**src/rtl/spike_monitor.sv**
```systemverilog
// Spike-event monitor: per-window spike rate, timestamped event FIFO (first-word-fall-through),
// sticky overflow flag. Define SPIKE_MON_PEAK_EN to build per-window peak-of-state tracking.
module spike_monitor #(
    parameter int WINDOW = 256,
    parameter int DEPTH  = 4,
    parameter int TS_W   = 12
) (
    input  logic            clk,
    input  logic            rst_n,
    input  logic            spike,
    input  logic [7:0]      state,
    output logic            evt_valid,
    input  logic            evt_ready,
    output logic [TS_W-1:0] evt_time,
    output logic [7:0]      rate,
    output logic            rate_valid,
    output logic            overflow,
    output logic [7:0]      peak
);

    localparam int              WIN_W    = (WINDOW > 1) ? $clog2(WINDOW) : 1;
    localparam logic [WIN_W-1:0] WIN_LAST = WIN_W'(WINDOW - 1);
    localparam int              PTR_W    = $clog2(DEPTH);
    localparam logic [PTR_W:0]  FULL_CNT = (PTR_W + 1)'(DEPTH);

    function automatic logic [7:0] sat_inc8(input logic [7:0] a, input logic b);
        logic [8:0] s;
        s = {1'b0, a} + {8'd0, b};
        return s[8] ? 8'hFF : s[7:0];
    endfunction

    logic [TS_W-1:0]  r_ts;
    logic [WIN_W-1:0] r_win;
    logic [7:0]       r_spk_cnt;
    logic [7:0]       r_rate;
    logic             r_rate_vld;

    logic [TS_W-1:0]  r_mem [DEPTH];
    logic [PTR_W-1:0] r_wr_ptr;
    logic [PTR_W-1:0] r_rd_ptr;
    logic [PTR_W:0]   r_count;
    logic             r_evt_valid;
    logic [TS_W-1:0]  r_evt_time;
    logic             r_overflow;

    logic             w_win_end;
    logic             w_pop;
    logic             w_full;
    logic             w_wr_en;
    logic [PTR_W-1:0] w_rd_ptr_nxt;
    logic [PTR_W:0]   w_cnt_after_pop;
    logic [PTR_W:0]   w_count_nxt;
    logic [TS_W-1:0]  w_head_nxt;

    assign w_win_end       = (r_win == WIN_LAST);
    assign w_pop           = r_evt_valid & evt_ready;
    assign w_full          = (r_count == FULL_CNT);
    // A pop on the same edge frees the slot, so a push into a full FIFO still lands.
    assign w_wr_en         = spike & (~w_full | w_pop);
    assign w_rd_ptr_nxt    = r_rd_ptr + PTR_W'(w_pop);
    assign w_cnt_after_pop = r_count - (PTR_W + 1)'(w_pop);
    assign w_count_nxt     = w_cnt_after_pop + (PTR_W + 1)'(w_wr_en);
    assign w_head_nxt      = (w_cnt_after_pop == '0) ? r_ts : r_mem[w_rd_ptr_nxt];

    always_ff @(posedge clk or negedge rst_n) begin
        if (!rst_n) begin
            r_ts  <= '0;
            r_win <= '0;
        end else begin
            r_ts  <= r_ts + 1'b1;
            r_win <= w_win_end ? '0 : r_win + 1'b1;
        end
    end

    always_ff @(posedge clk or negedge rst_n) begin
        if (!rst_n) begin
            r_spk_cnt  <= '0;
            r_rate     <= '0;
            r_rate_vld <= 1'b0;
        end else if (w_win_end) begin
            r_rate     <= sat_inc8(r_spk_cnt, spike);
            r_spk_cnt  <= '0;
            r_rate_vld <= 1'b1;
        end else begin
            r_spk_cnt  <= sat_inc8(r_spk_cnt, spike);
            r_rate_vld <= 1'b0;
        end
    end

    always_ff @(posedge clk) begin
        if (w_wr_en) begin
            r_mem[r_wr_ptr] <= r_ts;
        end
    end

    always_ff @(posedge clk or negedge rst_n) begin
        if (!rst_n) begin
            r_wr_ptr    <= '0;
            r_rd_ptr    <= '0;
            r_count     <= '0;
            r_evt_valid <= 1'b0;
            r_evt_time  <= '0;
            r_overflow  <= 1'b0;
        end else begin
            if (w_wr_en) begin
                r_wr_ptr <= r_wr_ptr + 1'b1;
            end
            r_rd_ptr    <= w_rd_ptr_nxt;
            r_count     <= w_count_nxt;
            r_evt_valid <= (w_count_nxt != '0);
            if (w_count_nxt != '0) begin
                r_evt_time <= w_head_nxt;
            end
            if (spike & ~w_wr_en) begin
                r_overflow <= 1'b1;
            end
        end
    end

`ifdef SPIKE_MON_PEAK_EN
    function automatic logic [7:0] max8(input logic [7:0] a, input logic [7:0] b);
        return (a > b) ? a : b;
    endfunction

    logic [7:0] r_run_max;
    logic [7:0] r_peak;
    logic [7:0] w_max_in;

    // The final cycle's state is folded in before the window result is captured.
    assign w_max_in = max8(r_run_max, state);

    always_ff @(posedge clk or negedge rst_n) begin
        if (!rst_n) begin
            r_run_max <= '0;
            r_peak    <= '0;
        end else if (w_win_end) begin
            r_peak    <= w_max_in;
            r_run_max <= '0;
        end else begin
            r_run_max <= w_max_in;
        end
    end

    assign peak = r_peak;
`else
    logic w_unused_state;
    assign w_unused_state = ^state;
    assign peak           = '0;
`endif

    assign evt_valid  = r_evt_valid;
    assign evt_time   = r_evt_time;
    assign rate       = r_rate;
    assign rate_valid = r_rate_vld;
    assign overflow   = r_overflow;

endmodule

```
**config.mk**
```make
export PLATFORM = sky130hd
export DESIGN_NAME = spike_monitor
export DESIGN_NICKNAME = d
export VERILOG_FILES = /design/src/rtl/spike_monitor.sv
export SDC_FILE = /design/constraint.sdc
export NUM_CORES = 1
export LEC_CHECK = 0
export CAP_MARGIN = 20
export CELL_PAD_IN_SITES_DETAIL_PLACEMENT = 0
export CELL_PAD_IN_SITES_GLOBAL_PLACEMENT = 2
export CORE_MARGIN = 2
export CORE_UTILIZATION = 40
export DETAILED_ROUTE_END_ITERATION = 12
export PLACE_DENSITY_LB_ADDON = 0.08
export SYNTH_ARGS = -nofsm -noshare
export SYNTH_HDL_FRONTEND = slang
export SYNTH_SLANG_ARGS = --single-unit
```
**constraint.sdc**
```tcl
create_clock -name clk -period 2.55 [get_ports clk]
set_clock_uncertainty 0.2 [all_clocks]
set_input_delay 0.765 -clock clk [delete_from_list [all_inputs] [get_ports clk]]
set_output_delay 0.765 -clock clk [all_outputs]
set_load 0.02 [all_outputs]
```
; ---- Word-level counts from Yosys, hierarchy flattened
; Memory sizes are Yosys's and may differ from the RTL's.
; Cells that the tools add are included.
[totals]
n_memories = 1
word_cells = 36
register_bits = 58
out_inout_bits = 31
in_bits = 12
ramBits = 48
[memory_table]
columns = memory, words, width, rd, rd_ports_with_merged_regs, wr, line_no
row1 = r_mem, 4, 12, 1, 0, 1, 38  ; logic [TS_W-1:0] r_mem [DEPTH];
[classes]
bitwise = 6
mux = 7
addsub = 7
n_reduce_logical = 2
n_eq_ne = 2
[op_table]
columns = operator, n
row1 = 8-bit two-way mux, 3
row2 = 12-bit by 1-bit adder with 12-bit output (second input constant), 1
row3 = 12-bit two-way mux, 1
row4 = 8-bit by 1-bit adder with 9-bit output, 1
row5 = 8-bit by 1-bit adder with 8-bit output (second input constant), 1
row6 = 8-bit == test (second input constant), 1
row7 = 3-bit by 1-bit adder with 3-bit output, 1
row8 = 1-bit bitwise AND, 3
row9 = 3-bit == test (second input constant), 1
row10 = 3-bit zero test, 1
row11 = 1-bit two-way mux, 3
row12 = 3-bit nonzero test, 1
row13 = 3-bit by 1-bit subtractor with 3-bit output, 1
row14 = 2-bit by 1-bit adder with 2-bit output, 1
row15 = 2-bit by 1-bit adder with 2-bit output (second input constant), 1
row16 = 1-bit inverter, 2
row17 = 1-bit bitwise OR, 1

; ---- Logic depth before layout (Yosys ltp)
; Gate-level depths: netlist (run 1).
[logic_depth]
depth_word = 6
mapped_depth = 12
mapped_depth_nobuf = 11

; ---- Least setup slack after synthesis (run 1)
; OpenSTA, ideal clock, no wires.
[synth_timing]
path_kind = input -> register
from = in evt_ready
to = reg r_evt_time[1], in the netlist evt_time[1]
path_buffers = 1
slack_ps = -168
required_ps = 2228
setup_time_ps = 122
cell_stages = 10
arrival_time_ps = 2396
cell_sequence = nand2_1 > a31oi_1 > ha_1 > ha_1 > xor3_2 > nor3_4 > inv_2 > buf_6 > nor2_2 > a21oi_2
[synth_between]
elab_chain_len = 5
elab_cells_between_ends = 10
cone_classes = 3 x add/sub / 1 x mux / 3 x bitwise / 2 x reduce/logical / 1 x memory
[synth_lines]
columns = element, line_no
row1 = "start, declared", 13  ; input logic evt_ready,
row2 = 1-bit bitwise AND, 56  ; assign w_pop = r_evt_valid & evt_ready;
row3 = 1-bit bitwise OR, 59  ; assign w_wr_en = spike & (~w_full | w_pop);
row4 = 1-bit bitwise AND, 59
row5 = via w_wr_en, 49  ; logic w_wr_en;
row6 = 3-bit by 1-bit adder with 3-bit output, 62  ; assign w_count_nxt = w_cnt_after_pop + (PTR_W + 1)'(w_wr_en);
row7 = via w_count_nxt[2], 52  ; logic [PTR_W:0] w_count_nxt;
row8 = 3-bit nonzero test, 111  ; if (w_count_nxt != '0) begin
row9 = "end signal, assigned", 112  ; r_evt_time <= w_head_nxt;
row10 = "end, declared", 43  ; logic [TS_W-1:0] r_evt_time;
; The timed path passes the listed nets, and every way through them passes these cells.
; A chain may end at the register's enable or synchronous reset.

; ---- Worst setup path in the final report (run 1)
[layout_timing]
from = reg r_evt_time[2], in the netlist evt_time[2]
to = out evt_time[2]
[layout_lines]
columns = element, line_no
row1 = "end, declared", 14  ; output logic [TS_W-1:0] evt_time,
; No word-level cell between the ends.

==> summary.md, run 1 <==
The post-synthesis instance area is 4478 um^2. The simple-gate share of the synthesized area was 9.304%; the fill cell instance count of the final layout was 958. The number of buffer and inverter stages on the critical path came out at 1.

The library cells used most frequently in the layout, excluding fill and tap cells, are sky130_fd_sc_hd__dfrtp_1, sky130_fd_sc_hd__edfxtp_1, sky130_fd_sc_hd__clkdlybuf4s50_1. The longest clock path from root to sink contains 2 buffers. The run finished with clean final reports. The delay of the slowest critical-path stage is 0.64 ns, and the final hold violation count is 0.

Setup violations remaining at the end of the flow were counted as 0. The width of the chip was 109.8 um; the per-instance average area after synthesis was 14.22 um^2. For the number of sinks handled by clock tree synthesis, the log shows 106. Global routing consumed, over all layers together, 15.23% of the routing resources.

At the end of the flow the core is filled with cells to 50.62%. The portion of the post-synthesis area used by sequential elements was 64.60%. The logs give 0 for the number of antenna violations at the first check in global routing and 415.4 MHz for the highest achievable clock rate. The layout overhead on the synthesized area is 23.08%, and the number of inserted diodes is 0. The number of standard-cell rows in the floorplan came out at 38. The critical path is of the flip-flop to primary output type. Yosys attributes the largest share of cell area to sky130_fd_sc_hd__dfrtp_1, sky130_fd_sc_hd__edfxtp_1, sky130_fd_sc_hd__mux4_2, sky130_fd_sc_hd__ha_1, sky130_fd_sc_hd__xnor2_1. The leakage power of the design was 2.277 nW. The starting density of the core came out at 41.13%.

Dividing the detail-routed wire length by the instance count gives 16.11 um. The synthesis-stage register bit count is 106, and the largest driver fanout on the critical path is 2. In this run, distinct cell masters in the synthesized netlist total 38. Multiplexer cells account for 8.382% of the synthesized area.

VDD sags by at most 0.6073 mV. The final number of max-transition violations is 0, and the arrival time at the worst endpoint is 1.44 ns. Summed over all layers, the global routing overflow is 0. The number of warnings issued by yosys was 0; the required time of the worst setup path was 1.59 ns. The worst setup path is launched from a flip-flop. Number of placed I/O pins: 43.

Summing the areas of all compound-gate instances in the mapped netlist gives 5.309% of the synthesized area. Dividing the detail-routed via count by the number of cells gives 4.835. Leaving out fill and tap cells, the most frequent cell in the layout is sky130_fd_sc_hd__dfrtp_1. The tools report the final weighted congestion in routability-driven placement as 0.7047.

The area enclosed by the die boundary is 12060 um^2. The adder-cell share of the synthesized area was 3.632%. Fraction of final layout cells with drive strength greater than 1: 26.40%.

The top cell type by area accounts for 32.41% of the synthesized area. Maximum number of pins on one net before global-route repair: 59. In this run the clock root is driven by a sky130_fd_sc_hd__clkbuf_8.

The kind of cell adding the most delay to the critical path is buffers and inverters. The worst path in the final design needs a cycle of 2.407 ns, including I/O delays and setup. After clock tree synthesis, the flow added hold-fix buffers numbering 0. Measured along the y axis, the die boundary spans 109.8 um.

The number of levels in the clock H-tree was 3; the iteration count of the initial detailed-routing pass was 4. The final route contains 2490 vias. The wire length after detailed routing is 8.295 mm. For the instance count of the mapped netlist, the log shows 315. The cell type contributing the most total cell area after synthesis was sky130_fd_sc_hd__dfrtp_1. The first global-routing pass estimated 13.32 mm of wire. TritonCTS built the clock tree. The worst setup path is captured at a primary output. In this run, CTS created clock tree buffers numbering 9.

The areal power density over the cells came out at 1192 nW/um^2. Main combinational cell family by area after synthesis: simple AND/OR/NAND/NOR gates. Total power for the finished layout comes to 6.571 mW. For the number of nets still failing antenna checks after routing, the log shows 0. At the end of the flow, the number of nets in the layout was 395. Share of the cycle needed by the critical path after routing: 94.40%. The signal on the critical path passes through clkdlybuf4s50_1. Setup repair after global routing left no endpoint under its margin. Summed over all nets, the half-perimeter wirelength after detailed placement is 5.378 mm.

The xor and xnor area share after synthesis was 4.471%; the clock transition at the registers of the reported paths was 0.10 ns. The number of buffers inserted by port buffering was 26. The tools report the DRC violation count after routing as 0. The actual slew at the worst max-slew pin came out at 0.5159 ns. The area of the core was 10890 um^2; the number of global-route vias before repair was 2584. Clock latency on the worst-skew pair, taken at its later pin, is 0.37 ns. Across the run, the number of max-cap violations was 0. The detailed router finished its first iteration with 64 violations.

Measured against its own limit, the worst slew margin works out to 65.61%. In this run the worst hold path is classified as input port to async pin. The largest individual stage delay along the critical path comes from the cell sky130_fd_sc_hd__clkdlybuf4s50_1.
==> per-layer routing <==
metal / vias up / track usage [%] / share of wire, %
met1: 1226 / 19.11 / 46
met3: 14 / 2.845 / 3.4
met2: 47 / 25.33 / 48
li1: 1203 / - / -
met5: - / 0 / 0
met4: 0 / 7.324 / 2.5
==> kinds of logic (layout without fill, tap and decap cells) <==
logic type,Yosys count,in the layout
xor+xnor,21,21
mux,22,22
fa+ha+maj,13,13
flops,106,106
compound gates,35,35
buf+inv,34,87
other cells,1,8
simple gates,83,83
==> cells in the mapped netlist <==
master,number
sky130_fd_sc_hd__edfxtp_1,48
sky130_fd_sc_hd__buf_2,1
sky130_fd_sc_hd__nor2b_1,3
sky130_fd_sc_hd__inv_2,1
sky130_fd_sc_hd__nor2_1,19
sky130_fd_sc_hd__or3_1,1
sky130_fd_sc_hd__nor3_4,1
sky130_fd_sc_hd__a31o_2,1
sky130_fd_sc_hd__xor3_2,1
sky130_fd_sc_hd__clkbuf_1,1
sky130_fd_sc_hd__a31oi_1,1
sky130_fd_sc_hd__inv_1,17
sky130_fd_sc_hd__and3_1,5
sky130_fd_sc_hd__o41ai_1,1
sky130_fd_sc_hd__a21oi_1,15
sky130_fd_sc_hd__nor2_2,8
sky130_fd_sc_hd__o21ai_0,3
sky130_fd_sc_hd__dfrtp_1,58
sky130_fd_sc_hd__and2_1,6
sky130_fd_sc_hd__xnor2_1,12
sky130_fd_sc_hd__a21o_1,1
sky130_fd_sc_hd__mux2i_1,6
sky130_fd_sc_hd__mux2_2,4
sky130_fd_sc_hd__nand2b_1,1
sky130_fd_sc_hd__ha_1,13
sky130_fd_sc_hd__nand3_1,11
sky130_fd_sc_hd__nand2_1,22
sky130_fd_sc_hd__buf_4,12
sky130_fd_sc_hd__nor3_1,1
sky130_fd_sc_hd__a41o_2,1
sky130_fd_sc_hd__nand4_1,4
sky130_fd_sc_hd__a21oi_2,11
sky130_fd_sc_hd__conb_1,1
sky130_fd_sc_hd__mux4_2,12
sky130_fd_sc_hd__o2111ai_1,1
sky130_fd_sc_hd__buf_6,2
sky130_fd_sc_hd__nor2_4,1
sky130_fd_sc_hd__xor2_1,8
==> sequential cells by signal, summed over array words and instances, names as in the netlist, 2 cells and up <==
signal	count
rate	8
r_count	3
evt_time	12
r_rd_ptr	2
r_wr_ptr	2
r_win	8
r_mem	48
r_spk_cnt	8
r_ts	12
==> power breakdown <==
part | switching [mW] | leakage [nW] | internal [mW]
registers | 0.199 | 1.15 | 2.18
clock network | 0.573 | 0.134 | 0.751
logic | 1.41 | 0.996 | 1.46
total | 2.18 | 2.28 | 4.39
==> worst paths after layout <==
kind | start | end | slack (ns) | cells after the start
setup / recovery | evt_time[2] | evt_time[2] | 0.14 | 1
hold / removal | rst_n | evt_time[0] | 0.19 | 2
setup reg to reg | evt_valid | evt_time[10] | 0.21 | 12
hold reg to reg | r_win[0] | r_win[0] | 0.25 | 1
max in group asynchronous | rst_n | evt_valid | 1.69 | 2
min in group clk | r_win[0] | r_win[0] | 0.25 | 1
==> layout make-up <==
type,instances,area [um^2],area share (%)
sequential,106,2894,52.51
multi-input combinational,182,1514,27.47
timing repair buffer,53,585.6,10.62
tap,140,175.2,3.178
clock inverter,7,138.9,2.520
clock buffer,9,123.9,2.247
inverter,18,80.08,1.453
==> repair_timing <==
action | in CTS | in global routing
resized for setup | 18 | 0
setup buffers | 4 | 0
setup endpoints to repair | 13 | 12
pin swaps | 16 | 3
cloned | 1 | 0
==> metrics by stage <==
| step | setup slack (ns) | TNS, ns | instance area (um^2) | cells | hold slack, ns |
|---|---|---|---|---|---|
| 4_1_cts | -0.001750 | -0.002125 | 5512 | 515 | 0.1830 |
| 6_report | 0.1427 | 0 | 5512 | 515 | 0.1923 |
| 5_1_grt | 0.08057 | 0 | 5512 | 515 | 0.1975 |
| 3_5_place_dp | -0.6938 | -20.13 | 5167 | 494 | 0.2440 |
| 2_1_floorplan | -0.008914 | -0.008914 | 4597 | 322 | 0.2226 |
| 3_3_place_gp | -0.6499 | -19.67 | 5167 | 494 | 0.2320 |
No activity file was read; power rests on OpenSTA's default activity.
==> run 2, diff against run 1 <==
- PLACE_DENSITY_LB_ADDON: 0.08 -> 0.1
==> run 2 against run 1 <==
Compared with the run above:
- critical path depth is the same
- core utilization is 0.31 points lower
- hold slack improved by 0.00057 ns
- sequential share of layout area grew 0.32 points
- routed wire length down 1.2%
- combinational power about the same
- sequential power barely moved
- clock power shrank 25%
- total power shrank 4.7%
- critical endpoint unchanged
==> summary.md, run 2 (synthesis gave the netlist of run 1 again) <==
The required time of the worst setup path was 1.59 ns (about the same); the DRC violation count after routing was 0 (unchanged). The worst setup path is launched from a flip-flop. Number of nets still failing antenna checks after routing: 0 (unchanged). The total via count after detailed routing came out at 2483 (-0.28%). The highest achievable clock rate was 417.3 MHz (+0.45%); the number of buffers inserted by port buffering was 26 (unchanged).

The register bank with the most flops is r_mem. The utilization after layout is 50.31% (-0.31 points), and the wire length after detailed routing is 8.194 mm (-1.2%). The final weighted congestion in routability-driven placement came out at 0.7250 (+2.9%). The number of buffer and inverter stages on the critical path came out at 1 (unchanged).

The run gives 0.37 ns (about the same) as the source-to-sink clock delay at the later pin of the worst-skew pair. Setup repair after global routing left no endpoint under its margin. The top cell types in the final layout, fill and taps aside, are sky130_fd_sc_hd__dfrtp_1, sky130_fd_sc_hd__edfxtp_1, sky130_fd_sc_hd__clkdlybuf4s50_1. The worst hold-check path type was input port to async pin. The tools report the estimated wirelength of the detail-placed design as 5.291 mm (-1.6%). Arrival time at the worst endpoint: 1.43 ns (about the same).

The tools report the endpoint of the lowest-slack register-to-register path as evt_time[10]. The logs give 0.25 ns (+0.04 ns) for the register-to-register setup slack and 10890 um^2 (unchanged) for the area of the core. The delay of the slowest critical-path stage was 0.65 ns (about the same); the setup-violating endpoint count in the final report was 0 (unchanged). From synthesis to final layout, the design area changed by 22.32%. Final critical path time including I/O delays and setup: 2.396 ns (-0.01079 ns). The logs give 0 (unchanged) for the final number of max-transition violations and 2.250 nW (-1.2%) for the leakage power of the design. The number of global-route vias before repair came out at 2591 (+0.27%). Combined global-route utilization of all metal layers: 15.17% (-0.059 points). The slowest stage of the critical path is the sky130_fd_sc_hd__clkdlybuf4s50_1 cell. The fraction of final layout cells with drive strength greater than 1 was 28.31% (+1.9 points).

The start-to-end type of the worst setup path is flip-flop to primary output. The flow ran to the end, and the final reports show no timing, DRC or antenna violations. The maximum number of pins on one net before global-route repair is 59 (unchanged), and the setup slack after placement is -0.7000 ns (-0.006243 ns). The run gives 41.13% (unchanged) as the starting density of the core. For the fill cell instance count of the final layout, the log shows 956 (-0.21%).

The run gives 0 (unchanged) as the overflow left after global routing. The share of the cycle needed by the critical path after routing is 93.98% (-0.42 points). TritonCTS built the clock tree. Clock root buffer: sky130_fd_sc_hd__clkbuf_8. Leaving out fill and tap cells, the most frequent cell in the layout is sky130_fd_sc_hd__dfrtp_1. Number of inserted diodes: 0 (unchanged).

The startpoint of the worst register-to-register path is evt_valid. The largest driver fanout on the critical path was 2 (unchanged). The run gives 518 (+0.58%) as the non-filler instance count after layout. Broken down by cell family, the worst path's largest delay share belongs to buffers and inverters. The peak supply drop is 0.5682 mV (-6.5%). The number of levels in the clock H-tree came out at 3 (unchanged). The number of antenna violations at the first check in global routing was 0 (unchanged); the number of max-cap violations was 0 (unchanged).

The worst-case clock buffer depth is 2 (unchanged). The logs give 5478 um^2 (-0.61%) for the cell area after layout and 71 (+11%) for the detailed router's first-iteration violation count. The number of buffers added by the clock tree synthesis step was 9 (unchanged); the post-layout worst setup margin was 0.1535 ns (+0.01079 ns). The width of the chip was 109.8 um (unchanged). Number of placed I/O pins: 43 (unchanged). The total number of nets in the final design was 398 (+0.76%). The run gives 38 (unchanged) as the number of standard-cell rows in the floorplan.

The number of sinks handled by clock tree synthesis is 106 (unchanged), and the iteration count of the initial detailed-routing pass is 5 (+1). The routed wire length per instance was 15.82 um (-1.8%). The overall power of the completed layout is 6.265 mW (-4.7%), and the count of cells along the worst register-to-register path is 12 (unchanged).

The flip-flop count of the largest register after layout is 48 (unchanged). The detailed-route vias per instance works out to 4.793 (-0.86%). The vertical extent of the die came out at 109.8 um (unchanged). The worst setup path is captured at a primary output. Area enclosed by the die boundary: 12060 um^2 (unchanged). Traced cell by cell, the critical path runs through clkdlybuf4s50_1. The clock transition at the registers of the reported paths was 0.12 ns (+0.02 ns); the final hold violation count was 0 (unchanged).

The logs give 0 ns (unchanged) for the setup TNS after final layout and 13.48 mm (+1.2%) for the wire length of the first global-routing pass. The run gives 496 (+0.40%) as the total instance count after detailed placement. The worst hold slack was 0.1928 ns (+0.0005730 ns). The run gives 5182 um^2 (+0.29%) as the standard cell area after detailed placement.

The areal power density over the cells works out to 1144 nW/um^2 (-4.1%).
## run 2: cell types whose count changed in the layout (fill, tap and decap cells not counted), sizes merged
cell and change:
clkinvlp +2, bufinv -4, clkinv -1, clkbuf +1, buf +3, inv +2
## run 2: what timing repair did
| action | 4_1_cts | 5_1_grt |
|---|---|---|
| cloned | 1 | 0 |
| buffers inserted | 5 | 0 |
| hold endpoints to repair | 0 | 0 |
| gates resized for setup | 22 | 0 |
| setup endpoints to repair | 13 | 12 |
| pin swaps | 16 | 3 |
| hold buffers | 0 | 0 |
## run 2: report_power, final
group / total (mW) / internal [mW] / switching, mW
sequential: 2.39 / 2.18 / 0.203
clock: 0.992 / 0.378 / 0.614
combinational: 2.89 / 1.49 / 1.39
## run 2: per-layer routing
metal	routed length (um)	up-vias	global-route usage [%]
li1	-	1212	-
met1	3860	1239	19.77
met2	4083	27	25.33
met3	188	5	3.023
met4	61	0	5.154
met5	0	-	0
## run 2: worst max path at each step
| stage | to | slack, ns | cells after the start | start |
|---|---|---|---|---|
| CTS | evt_time[8] | 0.01 | 12 | evt_valid |
| detailed placement | evt_time[0] | -0.70 | 12 | evt_ready |
| finish | evt_time[2] | 0.15 | 1 | evt_time[2] |
| global placement | evt_time[0] | -0.65 | 12 | evt_ready |
| global route | evt_time[2] | 0.08 | 1 | evt_time[2] |
| floorplan | evt_time[2] | -0.009 | 12 | evt_ready |
## run 2: area by class of cell
type                            instances  area [um^2]  share of cell area [%]
Sequential cell                       106         2894                   52.83
Multi-Input combinational cell        182         1538                   28.07
Timing Repair Buffer                   56        608.1                   11.10
Tap cell                              140        175.2                   3.198
Clock buffer                           10        127.6                   2.330
Inverter                               18        75.07                   1.370
Clock inverter                          6        60.06                   1.096
